===== src/rtl/exp3_pkg.sv =====
// Shared types and constants for the four-input lab function sweeper.
package exp3_pkg;

    // Sweep controller states
    typedef enum logic [1:0] {
        StIdle,
        StSettle,
        StSample,
        StDone
    } state_e;

    localparam int unsigned VEC_COUNT = 16;
    localparam logic [3:0]  LAST_VEC  = 4'(VEC_COUNT - 1);

    // Reference truth table of F = A.B' + A'.B.(C+D); ones at indices 5..11
    localparam logic [15:0] GOLDEN_F  = 16'h0FE0;

endpackage


===== src/rtl/exp3_f.sv =====
// Pure combinational evaluator for F = A.B' + A'.B.(C+D).
module exp3_f (
    input  logic A,
    input  logic B,
    input  logic C,
    input  logic D,
    output logic F
);

    assign F = (A & ~B) | (~A & B & (C | D));

endmodule


===== src/rtl/exp3_sweep_ctrl.sv =====
// Steps the evaluator through all 16 input vectors, captures F into a truth
// table and scores it against a golden mask latched at start.
module exp3_sweep_ctrl
    import exp3_pkg::*;
#(
    parameter int unsigned SETTLE = 1
) (
    input  logic        clk,
    input  logic        rst_n,
    input  logic        start,
    input  logic        abort,
    input  logic [15:0] expected,
    output logic [3:0]  abcd,
    output logic        f_obs,
    output logic        busy,
    output logic        done,
    output logic [15:0] table_q,
    output logic        pass,
    output logic [4:0]  mismatch_cnt,
    output logic [3:0]  first_fail
);

    localparam logic [2:0] SettleLoad = 3'(SETTLE);
    // With no settle time every vector goes straight to the capture state
    localparam state_e     FirstSt    = (SETTLE == 0) ? StSample : StSettle;

    state_e      state_q;
    logic [2:0]  cnt_q;
    logic [15:0] exp_q;
    logic        bit_mis;
    logic [4:0]  cnt_upd;

    exp3_f u_f (
        .A (abcd[3]),
        .B (abcd[2]),
        .C (abcd[1]),
        .D (abcd[0]),
        .F (f_obs)
    );

    // Score the live evaluator output against the latched golden bit
    always_comb begin
        bit_mis = f_obs ^ exp_q[abcd];
        cnt_upd = mismatch_cnt + {4'd0, bit_mis};
    end

    // Sweep FSM with registered outputs
    always_ff @(posedge clk or negedge rst_n) begin
        if (!rst_n) begin
            state_q      <= StIdle;
            cnt_q        <= 3'd0;
            exp_q        <= 16'd0;
            abcd         <= 4'd0;
            busy         <= 1'b0;
            done         <= 1'b0;
            table_q      <= 16'd0;
            pass         <= 1'b0;
            mismatch_cnt <= 5'd0;
            first_fail   <= 4'd0;
        end else begin
            case (state_q)
                StIdle, StDone: begin
                    // abort in an idle state suppresses start but leaves results alone
                    if (start && !abort) begin
                        exp_q        <= expected;
                        table_q      <= 16'd0;
                        mismatch_cnt <= 5'd0;
                        first_fail   <= 4'd0;
                        abcd         <= 4'd0;
                        busy         <= 1'b1;
                        done         <= 1'b0;
                        pass         <= 1'b0;
                        cnt_q        <= SettleLoad;
                        state_q      <= FirstSt;
                    end
                end
                StSettle: begin
                    if (abort) begin
                        state_q <= StIdle;
                        busy    <= 1'b0;
                        done    <= 1'b0;
                        abcd    <= 4'd0;
                        pass    <= 1'b0;
                    end else begin
                        cnt_q <= cnt_q - 3'd1;
                        if (cnt_q == 3'd1) begin
                            state_q <= StSample;
                        end
                    end
                end
                StSample: begin
                    if (abort) begin
                        state_q <= StIdle;
                        busy    <= 1'b0;
                        done    <= 1'b0;
                        abcd    <= 4'd0;
                        pass    <= 1'b0;
                    end else begin
                        table_q[abcd] <= f_obs;
                        if (bit_mis) begin
                            mismatch_cnt <= cnt_upd;
                            if (mismatch_cnt == 5'd0) begin
                                first_fail <= abcd;
                            end
                        end
                        if (abcd == LAST_VEC) begin
                            state_q <= StDone;
                            busy    <= 1'b0;
                            done    <= 1'b1;
                            pass    <= (cnt_upd == 5'd0);
                        end else begin
                            abcd    <= abcd + 4'd1;
                            cnt_q   <= SettleLoad;
                            state_q <= FirstSt;
                        end
                    end
                end
                default: state_q <= StIdle;
            endcase
        end
    end

endmodule


===== config.mk =====
export PLATFORM = sky130hd
export DESIGN_NAME = exp3_sweep_ctrl
export DESIGN_NICKNAME = d
export VERILOG_FILES = /design/src/rtl/exp3_pkg.sv /design/src/rtl/exp3_f.sv /design/src/rtl/exp3_sweep_ctrl.sv
export SDC_FILE = /design/constraint.sdc
export NUM_CORES = 1
export LEC_CHECK = 0
export CAP_MARGIN = 25
export CORE_ASPECT_RATIO = 2
export CORE_MARGIN = 5
export CORE_UTILIZATION = 52
export DETAILED_ROUTE_END_ITERATION = 6
export GPL_ROUTABILITY_DRIVEN = 0
export PLACE_DENSITY = 0.86
export REMOVE_ABC_BUFFERS = 1
export SETUP_SLACK_MARGIN = 0.4
export SLEW_MARGIN = 10
export SYNTH_ARGS = -nofsm -noshare
export SYNTH_HDL_FRONTEND = slang
export SYNTH_SLANG_ARGS = --single-unit

===== constraint.sdc =====
create_clock -name clk -period 3.75 [get_ports clk]
set_clock_uncertainty 0.15 [all_clocks]
set_input_delay 0.375 -clock clk [delete_from_list [all_inputs] [get_ports clk]]
set_output_delay 0.375 -clock clk [all_outputs]
set_load 0.02 [all_outputs]

== Word-level counts from Yosys, hierarchy flattened ==
Cells that the tools add are included.

* Bits in latches: 0
* Output and inout bits: 33
* Register bits after elaboration: 53
* Memories kept: 0
* Input port bits: 20
* Bits in read-only memories: 0
* Bits in writable memories: 0

* Add/subtract/negate cells: 3
* Equal/unequal tests: 15
* Multiplexer cells: 44
* Multipliers: 0
* Reductions and logical operators: 16
* Div/mod/pow operators: 0
* Bitwise logic cells: 8
* Magnitude comparators: 2
* Shift-type cells: 0

{| class="wikitable"
|+ Operators with widths
! kind !! count
|-
| $mux 16 || 2
|-
| $pmux 16 s2 || 1
|-
| $mux 4 || 7
|-
| $bwmux 16 || 1
|-
| $mux 5 || 3
|-
| $ne 2x2->1 const B || 7
|-
| $mux 3 || 4
|-
| $pmux 4 s3 || 1
|-
| $mux 1 || 11
|-
| $logic_not 5->1 || 2
|-
| $mux 2 || 5
|-
| $pmux 5 s2 || 1
|-
| $ne 3x3->1 const B || 3
|-
| $pmux 1 s3 || 3
|-
| $pmux 3 s3 || 1
|-
| $reduce_and 3->1 || 3
|-
| $pmux 4 s2 || 1
|-
| $reduce_and 4->1 || 2
|-
| $pmux 2 s3 || 1
|-
| $add 5x1->5 || 1
|-
| $lt 4x5->1 const B || 1
|-
| $reduce_and 5->1 || 1
|-
| $add 4x1->4 const B || 1
|-
| $bmux 1 s4 || 1
|-
| 17 further kinds || 24
|}

== Logic depth before layout (Yosys ltp) ==
* Depth after elaboration: 10
* Depth in mapped cells: 14

== By module ==
From an unflattened synthesis, not the netlist that was laid out.

* Cells, all modules: 270
* Area total of the unflattened synthesis: 2,826.5 um2

{| class="wikitable"
|+ Modules (own cells, without submodules)
! module !! seq. area each (um2) !! cells each !! area an instance (um2) !! times used
|-
| exp3_sweep_ctrl || 1,326.3 || 268 || 2,811.4 || 1
|-
| exp3_f || 0.0 || 2 || 15.0 || 1
|}

== Worst setup path before layout ==
Ideal clock, no wire load.

* Path type: register to register
* Start: register abcd[0]
* End: register mismatch_cnt[4]
* Required time: 3,530 ps
* Library setup time: 70 ps
* Cell stages (with the launch flop): 14
* Buffers on the path: 2
* Data arrival time: 3,193 ps
* Period minus slack after synthesis: 3,413 ps
* Path slack: 337 ps
* Path through: dfrtp_1 -> buf_6 -> mux4_2 -> a22o_1 -> o32a_1 -> or2_2 -> inv_1 -> ha_1 -> ha_1 -> buf_1 -> nand4_1 -> or3_1 -> or3_1 -> nand3_1

* Longest elaborated chain between the ends: 8

{| class="wikitable"
|+ RTL lines
! what !! RTL line !! text
|-
| start, declared || exp3_sweep_ctrl.sv:13 || <nowiki>output logic [3:0] abcd,</nowiki>
|-
| start signal, assigned || exp3_sweep_ctrl.sv:112 || <nowiki>abcd <= abcd + 4'd1;</nowiki>
|-
| branches (longest 3 deep; another with $bmux 1 s4) || n/a ||
|-
| $xor 1x1->1 (*) || exp3_sweep_ctrl.sv:43 || <nowiki>bit_mis = f_obs ^ exp_q[abcd];</nowiki>
|-
| $add 5x1->5 || exp3_sweep_ctrl.sv:44 || <nowiki>cnt_upd = mismatch_cnt + {4'd0, bit_mis};</nowiki>
|-
| $mux 5 || exp3_sweep_ctrl.sv:100 || <nowiki>if (bit_mis) begin</nowiki>
|-
| $mux 5 || exp3_sweep_ctrl.sv:92 || <nowiki>if (abort) begin</nowiki>
|-
| $pmux 5 s2 || exp3_sweep_ctrl.sv:61 || <nowiki>case (state_q)</nowiki>
|-
| end signal, assigned || exp3_sweep_ctrl.sv:101 || <nowiki>mismatch_cnt <= cnt_upd;</nowiki>
|-
| end, declared || exp3_sweep_ctrl.sv:19 || <nowiki>output logic [4:0] mismatch_cnt,</nowiki>
|}

Every way passes the cells marked *. The select of a mux whose other input is x is not followed.
A chain may end at the register's enable or synchronous reset.

== Worst setup path in the final report ==
Ends and elaborated chain as after synthesis.

==> reports/results.txt <==
The run finished with clean final reports. On the critical path, the stage with the largest delay is an instance of mux4_2. In this run the worst path has a maximum fanout of 6. The tools report the number of max-slew violations in the final report as 0. The placed instances occupy a cell area of 0.00334 sq mm.

The most common cell in the synthesized netlist is dfrtp_1. The run gives 2 as the maximum level of the CTS H-tree. Global routing finished with a remaining overflow of 0. The path type of the worst min-delay path is primary input to asynchronous set/reset pin. The first global-routing pass estimated 11500 um of wire. The distinct cell type count after synthesis is 48. DRC violation count after routing: 0. For this block, the via count after detailed routing is 2250. The via count of the first global-routing pass was 2389.

The number of nets still failing antenna checks after routing was 0; the post-synth design cell area was 0.00282 sq mm. Data required time at the worst endpoint: 3.85 ns. The tree is rooted in a clkbuf_8. The tools report the launching point of the worst reg2reg path as abcd[0]. Clock latency on the worst-skew pair, taken at its later pin, is 0.32 ns. The post-detailed-routing wire length is 6670 um. TritonCTS built the clock tree.

The logs give 0.525 for the starting utilization of the core area and 430 for the fill cell total of the finished layout. Synthesis produced 280 cells. Die width: 62.1 um. The number of port buffers was 52; the area fraction of the dominant cell type after synthesis was 0.470. Across the run, the number of max-cap violations was 0. The synthesized design spends more area on one cell type than any other, namely dfrtp_1. The tools report the worst hold margin as 0.340 ns. The count of placed standard cells in the final layout, fillers left out came out at 385.

The worst setup path is launched from a flop. By area the synthesized netlist is led by dfrtp_1 47%, mux2_2 7.2%, ha_1 4.4%. Dividing the detail-routed via count by the number of cells gives 5.84. The floorplan core area is 0.00537 sq mm.

The die covers 0.00709 sq mm. The sequential fraction of the synthesis area is 0.470. Walking the worst path, the cells encountered are mux4_2 -> a22o_1 -> o32a_1 -> or2_4 -> inv_2 -> ha_4 -> ha_4 -> nand4_1 -> or3_1 -> or3_1 -> nand3_1.

The number of design-rule violations left by the first detailed-router iteration is 95, and the placed wire-length estimate is 4950 um. Across the VDD grid, the largest voltage drop is 0.000507 V. For the net count of the finished layout, the log shows 354.

The tools report the final cell area excluding filler cells as 0.00350 sq mm. The floorplan step set the die height to 114 um. Data arrives at the worst endpoint at 3.39 ns.

The commonest cells after synthesis are 53 x dfrtp_1, 33 x nand2_1, 18 x mux2_2. Kind of end point of the critical path: a flop. After synthesis the netlist holds a flip-flop and latch count of 53. The row count was 38. Summed over all failing endpoints, the final setup total negative slack is 0 ns.

Static timing analysis puts the maximum clock frequency at 304 MHz. Final hold violation count: 0. During synthesis, Yosys emitted a total of 0 warnings.

The wire length per cell after detailed routing is 17.3 um. Setup violations remaining at the end of the flow were counted as 0. The tools report the number of optimization iterations in the first detailed-route pass as 4. The signed area change from the synthesized netlist to the final layout is 23.8%, and the proportion of register bits with asynchronous set or reset after synthesis is 1.00.

The final clock period utilization by the worst path came out at 0.876. Worst setup path startpoint: abcd[0]. The initial antenna violation count is 0, and the final critical-path required period is 3.29 ns. The leakage power summed over all cells is 1.51 nW, and the largest stage delay on the critical path is 0.53 ns. The slew at the pin closest to its max-slew limit was 0.856 ns; the CTS clock-pin slew for the worst setup and hold paths was 0.11 ns.

The critical path is of the flop to flop type. The headroom to the max-slew limit is 0.428. The clock drives 53 sinks. The TritonCTS buffer count is 5. The global router's overall resource usage was 0.214; the power per unit of standard cell area was 520 mW/mm^2.

In this run, placement finished with an instance count of 374. The multi-input combinational cell area is 0.00138 sq mm, and the average cell area after synthesis is 10.1 sq um. The tools report the register area as 0.00133 sq mm. The tools report the top-level I/O count as 53.

The largest buffer count on any clock path was 2; the largest net degree at the start of global routing was 37. Number of enable-type register cells in the synthesized netlist: 0. The most used flip-flop cell after synthesis is dfrtp_1. The fraction of final layout cells sized beyond drive strength 1 is 0.145. Setup repair after global routing could not meet its margin everywhere. The repair_antennas step left the layout with diodes totalling 0.
## state kept, by name, summed over array words and instances (netlist names)
register and cells:
exp_q 16, table_q 16, mismatch_cnt 5, abcd 4, first_fail 4, cnt_q 3
state_q 2, busy 1, done 1, pass 1
## critical path: cells and delay by family (launching register included)
kind | cells | cell delay [ns]
and+or+nand+nor | 5 | 1.13
DFF | 1 | 0.46
muxes | 1 | 0.53
buffers and inverters | 1 | 0.09
AOI/OAI and AO/OA | 2 | 0.59
adders and majority gates | 2 | 0.27
## area by class of cell
class | count | share of cell area
clock inverter | 2 | 0.00429
inverter | 12 | 0.0129
timing repair buffer | 60 | 0.165
clock buffer | 6 | 0.0208
sequential | 53 | 0.380
tap | 60 | 0.0215
multi-input combinational | 192 | 0.395
## routing by layer
| layer | up-vias | global-route usage | part of all wire | wire, um |
|---|---|---|---|---|
| met5 | - | 0 | 0 | 0 |
| met4 | 0 | 0.0907 | 0.040 | 267 |
| met3 | 18 | 0.0384 | 0.035 | 233 |
| met2 | 58 | 0.361 | 0.55 | 3660 |
| met1 | 1108 | 0.256 | 0.38 | 2510 |
| li1 | 1066 | - | - | - |
## timing repair
action	CTS	global route
resized for setup	5	5
endpoints found under the hold margin	17	0
hold buffers	1	0
buffers inserted	1	1
pin swaps	0	1
endpoints found under the setup margin	2	2
## cells in the final DEF, fill, tap and decap left out, drive strengths merged, types with 3 or more instances in the layout
cell / netlist / layout
a21boi: 3 / 3
a21oi: 12 / 12
a31oi: 9 / 9
and2: 7 / 7
and3: 3 / 3
buf: 6 / 8
clkbuf: 17 / 6
clkdlybuf4s50: 0 / 51
dfrtp: 53 / 53
ha: 10 / 10
inv: 12 / 12
mux2: 18 / 18
mux2i: 4 / 4
mux4: 4 / 4
nand2: 33 / 33
nand2b: 4 / 4
nand3: 9 / 9
nor2: 14 / 14
nor2b: 6 / 6
nor4: 3 / 3
o21ai: 14 / 14
o311ai: 3 / 3
o31ai: 5 / 5
or3: 5 / 5
## report_power, final
group / leakage (nW) / internal, mW / switching [mW]
clock network: 0.0374 / 0.132 / 0.197
registers: 0.693 / 0.695 / 0.0869
logic: 0.779 / 0.328 / 0.378
total: 1.51 / 1.15 / 0.662
## final timing paths
kind / endpoint / slack, ns / depth (start not counted)
min: table_q[5] / 0.34 / 2
max in group asynchronous: abcd[0] / 2.29 / 3
max reg2reg: mismatch_cnt[4] / 0.46 / 11
min in group clk: table_q[10] / 0.37 / 2
max: mismatch_cnt[4] / 0.46 / 11
min reg2reg: table_q[10] / 0.37 / 2
## through the flow
| stage | worst slack, ns | power, mW | utilization |
|---|---|---|---|
| floorplan | -0.223 | 1.24 | - |
| global placement | 0.317 | 1.42 | 0.622 |
| detailed placement | 0.195 | 1.47 | 0.622 |
| CTS | 0.404 | 1.80 | 0.645 |
| global route | 0.351 | 1.93 | 0.651 |
| finish | 0.464 | 1.82 | 0.651 |
## cell families after synthesis
| family | share of synthesized area |
|---|---|
| xor gates and xnor gates | 0.00621 |
| buffers and inverters | 0.0545 |
| muxes | 0.118 |
| and+or+nand+nor | 0.160 |
| adders and majority gates | 0.0443 |
| DFF | 0.470 |
| AOI/OAI and AO/OA | 0.147 |
No activity file was read; power rests on OpenSTA's default activity.
